<file path="config.mk">
export PLATFORM = sky130hd
export DESIGN_NAME = uart_tx_arbiter_flat
export DESIGN_NICKNAME = d
export VERILOG_FILES = /design/src/rtl/uart_tx_arbiter_if.sv /design/src/rtl/uart_tx_arbiter.sv /design/src/flat_wrapper.sv
export SDC_FILE = /design/constraint.sdc
export NUM_CORES = 1
export LEC_CHECK = 0
export ABC_AREA = 1
export BUFFER_PORTS_ARGS = -buffer_cell sky130_fd_sc_hd__buf_2
export CORE_MARGIN = 2
export CORE_UTILIZATION = 53
export DETAILED_ROUTE_END_ITERATION = 16
export PLACE_DENSITY = 0.86
export SETUP_SLACK_MARGIN = 0.5
export SLEW_MARGIN = 5
export SYNTH_ARGS = -nofsm -noshare
export SYNTH_HDL_FRONTEND = slang
export SYNTH_SLANG_ARGS = --single-unit
</file>
<file path="constraint.sdc">
create_clock -name clk -period 5.65 [get_ports clk]
set_input_delay 0.2825 -clock clk [delete_from_list [all_inputs] [get_ports clk]]
set_output_delay 0.2825 -clock clk [all_outputs]
set_load 0.1 [all_outputs]
</file>
<file path="src/rtl/uart_tx_arbiter_if.sv">
// Requester/UART handshake bundle for uart_tx_arbiter.
// master = requesters plus UART status side, slave = the arbiter.
interface uart_tx_arbiter_if #(
  parameter int NUM_REQ = 4
);
  logic [NUM_REQ-1:0]   reqValid;
  logic [NUM_REQ-1:0]   reqLast;
  logic [8*NUM_REQ-1:0] reqByte;
  logic [NUM_REQ-1:0]   reqReady;
  logic [NUM_REQ-1:0]   grant;
  logic                 txEn;
  logic                 txStart;
  logic [7:0]           txByte;
  logic                 txBusy;
  logic                 txDone;
  logic                 arbBusy;

  modport master (
    output reqValid, reqLast, reqByte, txBusy, txDone,
    input  reqReady, grant, txEn, txStart, txByte, arbBusy
  );

  modport slave (
    input  reqValid, reqLast, reqByte, txBusy, txDone,
    output reqReady, grant, txEn, txStart, txByte, arbBusy
  );
endinterface

</file>
<file path="src/rtl/uart_tx_arbiter.sv">
// Round-robin scheduler sharing one Uart8 transmitter among NUM_REQ byte streams.
// Define UART_ARB_BURST_EN to hold the grant until a byte flagged reqLast completes.
module uart_tx_arbiter #(
  parameter int NUM_REQ = 4
) (
  input  logic               clk,
  input  logic               rstN,
  uart_tx_arbiter_if.slave   bus
);

  localparam int PW = (NUM_REQ > 1) ? $clog2(NUM_REQ) : 1;
`ifdef UART_ARB_BURST_EN
  localparam bit LOCK_EN = 1'b1;
`else
  localparam bit LOCK_EN = 1'b0;
`endif

  typedef enum logic [1:0] {S_IDLE, S_LOAD, S_SEND, S_WAIT} state_e;

  state_e               state_q, state_d;
  logic [PW-1:0]        ptr_q, ptr_d;
  logic [NUM_REQ-1:0]   grant_q, grant_d;
  logic [7:0]           txByte_q, txByte_d;
  logic                 lastFlag_q, lastFlag_d;
  logic                 txEn_q;

  logic                 locked;
  logic [NUM_REQ-1:0]   elig;
  logic                 found;
  logic [PW-1:0]        win;
  logic [PW-1:0]        cand;
  logic [NUM_REQ-1:0]   winOneHot;

  // A grant still held while idle can only mean a burst lock.
  assign locked    = LOCK_EN && (|grant_q);
  assign elig      = locked ? (bus.reqValid & grant_q) : bus.reqValid;
  assign winOneHot = {{(NUM_REQ-1){1'b0}}, 1'b1} << win;

  // Scan upward from ptr+1; the first eligible requester wins.
  always_comb begin
    found = 1'b0;
    win   = '0;
    cand  = '0;
    for (int k = 1; k <= NUM_REQ; k++) begin
      cand = PW'((int'(ptr_q) + k) % NUM_REQ);
      if (!found && elig[cand]) begin
        found = 1'b1;
        win   = cand;
      end
    end
  end

  always_ff @(posedge clk or negedge rstN) begin
    if (!rstN) begin
      state_q    <= S_IDLE;
      ptr_q      <= PW'(NUM_REQ-1);
      grant_q    <= '0;
      txByte_q   <= 8'h00;
      lastFlag_q <= 1'b0;
      txEn_q     <= 1'b0;
    end else begin
      state_q    <= state_d;
      ptr_q      <= ptr_d;
      grant_q    <= grant_d;
      txByte_q   <= txByte_d;
      lastFlag_q <= lastFlag_d;
      txEn_q     <= 1'b1;
    end
  end

  always_comb begin
    state_d    = state_q;
    ptr_d      = ptr_q;
    grant_d    = grant_q;
    txByte_d   = txByte_q;
    lastFlag_d = lastFlag_q;
    case (state_q)
      S_IDLE: begin
        if (found) begin
          txByte_d   = bus.reqByte[{win, 3'b000} +: 8];
          grant_d    = winOneHot;
          ptr_d      = win;
          lastFlag_d = bus.reqLast[win];
          state_d    = S_LOAD;
        end
      end
      S_LOAD: begin
        if (!bus.txBusy) state_d = S_SEND;
      end
      S_SEND: state_d = S_WAIT;
      S_WAIT: begin
        // txBusy is deliberately ignored here; only txDone ends the frame.
        if (bus.txDone) begin
          state_d = S_IDLE;
          if (!(LOCK_EN && !lastFlag_q)) grant_d = '0;
        end
      end
      default: state_d = S_IDLE;
    endcase
  end

  always_comb begin
    bus.reqReady = (rstN && state_q == S_IDLE && found) ? winOneHot : '0;
    bus.txStart  = (state_q == S_SEND);
    bus.grant    = grant_q;
    bus.txByte   = txByte_q;
    bus.txEn     = txEn_q;
    bus.arbBusy  = (state_q != S_IDLE) || (|grant_q);
  end

endmodule

</file>
<file path="src/flat_wrapper.sv">
// flat-port wrapper written by rule: the top's interface ports become plain ports
module uart_tx_arbiter_flat 
#(
  parameter int NUM_REQ = 4
)
  (clk, rstN, bus_reqValid, bus_reqLast, bus_reqByte, bus_txBusy, bus_txDone, bus_reqReady, bus_grant, bus_txEn, bus_txStart, bus_txByte, bus_arbBusy);
  uart_tx_arbiter_if #(.NUM_REQ(NUM_REQ)) bus_i ();
  input  logic clk;
  input  logic rstN;
  input wire logic [$bits(bus_i.reqValid)-1:0] bus_reqValid;
  input wire logic [$bits(bus_i.reqLast)-1:0] bus_reqLast;
  input wire logic [$bits(bus_i.reqByte)-1:0] bus_reqByte;
  input wire logic [$bits(bus_i.txBusy)-1:0] bus_txBusy;
  input wire logic [$bits(bus_i.txDone)-1:0] bus_txDone;
  output wire logic [$bits(bus_i.reqReady)-1:0] bus_reqReady;
  output wire logic [$bits(bus_i.grant)-1:0] bus_grant;
  output wire logic [$bits(bus_i.txEn)-1:0] bus_txEn;
  output wire logic [$bits(bus_i.txStart)-1:0] bus_txStart;
  output wire logic [$bits(bus_i.txByte)-1:0] bus_txByte;
  output wire logic [$bits(bus_i.arbBusy)-1:0] bus_arbBusy;
  assign bus_i.reqValid = bus_reqValid;
  assign bus_i.reqLast = bus_reqLast;
  assign bus_i.reqByte = bus_reqByte;
  assign bus_i.txBusy = bus_txBusy;
  assign bus_i.txDone = bus_txDone;
  assign bus_reqReady = bus_i.reqReady;
  assign bus_grant = bus_i.grant;
  assign bus_txEn = bus_i.txEn;
  assign bus_txStart = bus_i.txStart;
  assign bus_txByte = bus_i.txByte;
  assign bus_arbBusy = bus_i.arbBusy;
  uart_tx_arbiter #(.NUM_REQ(NUM_REQ)) u_core (.clk(clk), .rstN(rstN), .bus(bus_i));
endmodule
</file>
==> flow_metrics.py, run 1 <==
metrics = {
    "clocking": {
        "cts_root_buf": "clkbuf_4",
        "htreeDepth": 1,
        "cts_made_buffers": 3,
        "cts_hold_buffers": 1,
        "cts_max_path_buffers": 2,
        "clk_pin_slew_ps": 100,
        "cts_setup_buffers": 0,
        "clk_latency_ps": 290,
        "cts_tree": "built",
        "cts_sinks": 17,
        "cts_resized": 0,
    },
    "worst_setup_path": {
        "worstSetupStartpointType": "register",
        "timing.critical_path.slowest_stage_cell": "dfstp_2",
        "crit_fanout": 12,
        "crit_type": "reg -> out",
        "cpMostUsedCell": "nand2_1",
        "slowest_delay_ps": 670,
        "required_ps": 5370,
        "rrSetupSlack_ps": 3470,
        "r2r_end": "u_core.bus.txByte[6]",
        "critPathArrivalTime_ps": 2870,
        "crit_path_end_kind": "output port",
        "r2r_start": "u_core.ptr_q[0]",
        "path_cells": "nand2_1, nand2_4, nand2_1, nand2_2, inv_1, nand2_1, nor2_1, inv_1, nand2_2, inv_1, nand2_1, nor3_1, buf_2",
        "reg2reg_depth": 15,
    },
    "timing": {
        "fin_skew_ps": 2.230,
        "final-max-slew-violation-count": 0,
        "fin_crit_ps": 3155,
        "post-route-period-util_pct": 55.84,
        "tns_ps": 0,
        "fin_ws_ps": 2495,
        "fmax_mhz": 316.9,
        "rsz0062_at_grt": "false",
        "hold_viol": 0,
        "final-setup-viol-count": 0,
    },
    "die": {
        "design.die.area_sq_um": 3439,
        "ios": 63,
        "start_util_pct": 56.42,
        "chipWidth_um": 58.65,
        "die_y_um": 58.65,
        "core_sq_um": 2805,
        "rows": 19,
    },
    "placement": {
        "place.gp.congestion": 0.7661,
        "io_buffers": 58,
        "dp.cells": 305,
        "dp_slack_ps": 2843,
        "place_hpwl_mm": 2.644,
    },
    "grt": {
        "antenna_found_initial": 0,
        "grt_pass1_vias": 1470,
        "overflow": 0,
        "grt_pass1_wl_mm": 5.899,
        "grt_max_degree": 23,
        "grt_usage_pct": 21.75,
    },
    "synth": {
        "netlist_instances": 226,
        "synth_area_per_cell_sq_um": 7.003,
        "syn-cell-area_sq_um": 1583,
        "synth_seq_area_share_pct": 27.04,
        "synth_seq_cells": 17,
        "yosys_warnings": 0,
        "synthDistinctLibCells": 32,
        "synth_nets": 274,
    },
    "routing": {
        "via_count": 1545,
        "ant_nets": 0,
        "routedWlPerCell_um": 10.85,
        "first_iter_violations": 42,
        "wl_mm": 3.362,
        "first_pass_iters": 10,
        "via_per_inst": 4.984,
        "drc": 2,
    },
    "layout": {
        "instances_no_fill": 310,
        "final_common_cell": "nand2_1",
        "n_antenna_cell": 0,
        "drive_above_1_share_pct": 40.14,
        "final_cell_mix": "nand2_1 (97), buf_2 (58), nand2_2 (27)",
        "utilization_pct": 65.48,
        "finalNetCount": 328,
        "syn2layout_area_growth_pct": 16.05,
    },
    "min_path": {
        "min_to": "u_core.state_q[1]",
        "hold-path-cell-count": 4,
        "hp-class": "in -> reg",
        "hold_start": "bus_txBusy",
    },
    "status": {
        "violations": "design-rule violations",
        "status": "finished with violations",
    },
    "flow_run": {
        "cap_violations": 0,
    },
}
[Yosys cell counts, drive strengths merged]
cell type,count,share of area (%)
nand2,133,40
nand3,25,8.7
dfrtp,15,24
inv,15,4.2
buf,9,6.2
nor2,7,3.3
nor3,5,2.2
o21ai,5,2.3
ha,4,3.2
a21oi,2,0.87
dfstp,2,3.3
clkbuf,1,0.87
conb,1,0.24
nand4,1,0.40
o21a,1,0.47
[layer usage]
metal / share of wire (%) / track usage (%) / vias to the layer above
li1: - / - / 805
met1: 42 / 26.22 / 688
met2: 51 / 38.52 / 44
met3: 5.6 / 4.835 / 8
met4: 1.8 / 6.818 / 0
met5: 0 / 0 / -
[layout make-up]
class / count / area (sq um)
inverters: 15 / 66.31
fillers: 262 / 968.4
multi-input cells: 184 / 977.2
clock buffers: 4 / 26.28
well taps: 31 / 38.79
flip-flops and latches: 17 / 427.9
repair buffers: 59 / 300.3
[through the flow]
step / cell area [sq um] / hold WS (ps)
floorplan: 1583 / -13.09
global placement: 1800 / 221.8
detailed placement: 1800 / 219.9
CTS: 1837 / 316.5
global route: 1837 / 387.6
finish: 1837 / 316.1
[worst max-delay path by stage]
stage	startpoint	endpoint	slack, ps
floorplan	u_core.ptr_q[0]	bus_reqReady[0]	1810
finish	u_core.ptr_q[0]	bus_reqReady[1]	2490
CTS	u_core.ptr_q[0]	bus_reqReady[1]	2510
global route	u_core.ptr_q[0]	bus_reqReady[0]	2230
global placement	u_core.ptr_q[0]	bus_reqReady[1]	2860
detailed placement	u_core.ptr_q[0]	bus_reqReady[1]	2840
[sequential cells by signal, summed over array words and instances, names as in the netlist]
register           cells
u_core.bus.txByte      8
u_core.bus.grant       4
u_core.ptr_q           2
u_core.state_q         2
u_core.bus.txEn        1
[cell families (layout without fill, tap and decap cells)]
group                      Yosys count  count (layout)  synth area share (%)
and+or+nand+nor                    171             171                 54.70
buffers and inverters               25              78                 11.23
DFF                                 17              17                 27.04
AOI/OAI and AO/OA                    8               8                 3.636
adders and majority gates            4               4                 3.162
other                                1               1                0.2369
[worst max-delay path, delay by kind of cell, from the launching register on]
family / cells / cell delay [ps]
flops: 1 / 670
simple gates: 9 / 970
buf+inv: 4 / 930
Power of run 1 is not shown: default switching activity piles up to over one toggle a cycle in this logic, so the estimate is an artifact.
==> run 2: changes to the inputs <==
- CORE_UTILIZATION: 53 -> 49
- PLACE_DENSITY: 0.86 -> 0.81
- clock period: 5.65 -> 2.91 ns (I/O delays scaled with it)
==> run 2 against run 1 <==
  * Design area up 22%
  * First-iteration DRC count up 12%
  * Critical path depth down 2
  * The run now ends clean
  * Sequential share of layout area down 4.2 points
  * Final cell count up 11%
  * Via count up 9.8%
  * Count of clock-buffer cells in the layout down 1
  * Highest routed layer unchanged
  * Worst hold slack worse by 140 ps
  * Critical path type unchanged
==> flow_metrics.py, run 2 (synthesis gave the netlist of run 1 again) <==
metrics = {
    "status": {
        "status": "finished, final reports clean",
    },
    "layout": {
        "n_antenna_cell": 0,
        "largest_reg_flops": 8,
        "register_area_sq_um": 427.9,
        "final_common_cell": "nand2_1",
        "syn2layout_area_growth_pct": 41.82,
        "final_cell_mix": "nand2_1 (86), buf_2 (54), nand2_2 (30)",
        "drive_above_1_share_pct": 49.83,
        "multi_input_area_sq_um": 1127,
        "nFillCells": 253,
        "postLayoutCellArea_sq_um": 2245,
        "finalNetCount": 348,
    },
    "die": {
        "core_sq_um": 3053,
        "chipWidth_um": 60.84,
        "die_y_um": 60.84,
        "ios": 63,
        "design.die.area_sq_um": 3701,
        "rows": 20,
        "start_util_pct": 51.84,
    },
    "worst_setup_path": {
        "cpMostUsedCell": "nand2_2",
        "timing.critical_path.slowest_stage_cell": "dfstp_2",
        "crit_path_end_kind": "output port",
        "crit_fanout": 6,
        "worstSetupStartpointType": "register",
        "rrSetupSlack_ps": 570,
        "cp_num_cells": 11,
        "slowest_delay_ps": 670,
        "cpLargestDelayFamily": "simple AND/OR/NAND/NOR gates",
        "required_ps": 2760,
        "critPathArrivalTime_ps": 2430,
        "r2r_start": "u_core.ptr_q[0]",
        "r2r_end": "u_core.bus.txByte[7]",
        "path_cells": "buf_4, nand2_2, nand2_2, nand2_2, nand2_4, inv_2, nand4_1, nand2_8, buf_8, nor3_4, buf_12",
        "reg2reg_depth": 17,
        "crit_type": "reg -> out",
        "crit_buf_inv": 4,
    },
    "timing": {
        "fin_crit_ps": 2574,
        "final-setup-viol-count": 0,
        "fin_skew_ps": 18.69,
        "post-route-period-util_pct": 88.46,
        "rsz0062_at_grt": "true",
        "fmax_mhz": 388.5,
        "fin_ws_ps": 335.7,
        "hold_viol": 0,
        "tns_ps": 0,
        "fin_hold_ws_ps": 178.7,
        "final-max-slew-violation-count": 0,
    },
    "clocking": {
        "cts_sinks": 17,
        "clk_pin_slew_ps": 120,
        "htreeDepth": 1,
        "cts_max_path_buffers": 2,
        "cts_made_buffers": 3,
        "cts_root_buf": "clkbuf_4",
        "clk_latency_ps": 310,
        "cts_tree": "built",
    },
    "routing": {
        "first_iter_violations": 47,
        "wl_mm": 4.266,
        "routedWlPerCell_um": 12.44,
        "drc": 0,
        "via_per_inst": 4.945,
        "first_pass_iters": 4,
        "via_count": 1696,
        "ant_nets": 0,
    },
    "placement": {
        "place_hpwl_mm": 2.669,
        "io_buffers": 58,
        "place.gp.congestion": 0.7833,
        "dp_slack_ps": 396.0,
        "place_area_sq_um": 1904,
    },
    "grt": {
        "overflow": 0,
        "grt_pass1_vias": 1590,
        "grt_max_degree": 19,
        "grt_pass1_wl_mm": 6.589,
        "grt_usage_pct": 23.65,
        "antenna_found_initial": 0,
    },
    "min_path": {
        "min_to": "u_core.state_q[1]",
        "hp-class": "in -> reg",
        "hold-path-cell-count": 4,
        "hold_start": "bus_txBusy",
    },
    "flow_run": {
        "cap_violations": 0,
    },
}
[run 2: cell types whose count changed in the layout (fill, tap and decap cells not counted), moves of 2 or more]
| cell | previous run | this run |
|---|---|---|
| buf_12 | 0 | 4 |
| nand2_1 | 97 | 86 |
| nor3_2 | 2 | 0 |
| nand2_4 | 9 | 13 |
| nor3_4 | 0 | 4 |
| nand2_2 | 27 | 30 |
| nand2_8 | 0 | 4 |
| inv_1 | 10 | 8 |
| buf_2 | 58 | 54 |
| nor3_1 | 3 | 1 |
| buf_6 | 0 | 2 |
| buf_4 | 0 | 17 |
[run 2: worst max path at each step]
stage | from | endpoint | slack, ps
2_1_floorplan | u_core.ptr_q[0] | bus_reqReady[2] | 450
3_3_place_gp | u_core.ptr_q[0] | bus_reqReady[2] | 430
3_5_place_dp | u_core.ptr_q[0] | bus_reqReady[2] | 400
4_1_cts | u_core.ptr_q[0] | bus_reqReady[2] | 410
5_1_grt | u_core.ptr_q[0] | bus_reqReady[0] | 230
6_report | u_core.ptr_q[0] | bus_reqReady[0] | 340
[run 2: stage by stage]
step / instances / util (%)
floorplan: 226 / -
global placement: 320 / 62.38
detailed placement: 320 / 62.38
CTS: 334 / 68.98
global route: 343 / 73.52
finish: 343 / 73.52
[run 2: worst min-delay path, cell delays in order]
cell     delay (ps)
buf_2            70
nand2_1          50
nand2_1         110
a21oi_1          70
[run 2: what timing repair did]
action	4_1_cts	5_1_grt
pin swaps	9	15
endpoints found under the hold margin	15	0
endpoints found under the setup margin	4	8
gates resized for setup	24	18
setup buffers	9	9
hold buffers	1	0
[run 2: area by class of cell]
| class | count | share of cell area, % |
|---|---|---|
| inverters | 15 | 3.623 |
| repair buffers | 79 | 23.41 |
| flip-flops and latches | 17 | 19.06 |
| multi-input cells | 184 | 50.22 |
| well taps | 44 | 2.453 |
| clock inverters | 1 | 0.2230 |
| clock buffers | 3 | 1.003 |
[run 2: layer usage]
layer / track usage (%) / wire length [um] / up-vias
met5: 0 / 0 / -
li1: - / - / 847
met1: 29.05 / 1741 / 782
met3: 4.691 / 224 / 8
met4: 7.764 / 61 / 0
met2: 41.47 / 2239 / 59
Power of run 2 is left out for the same reason.
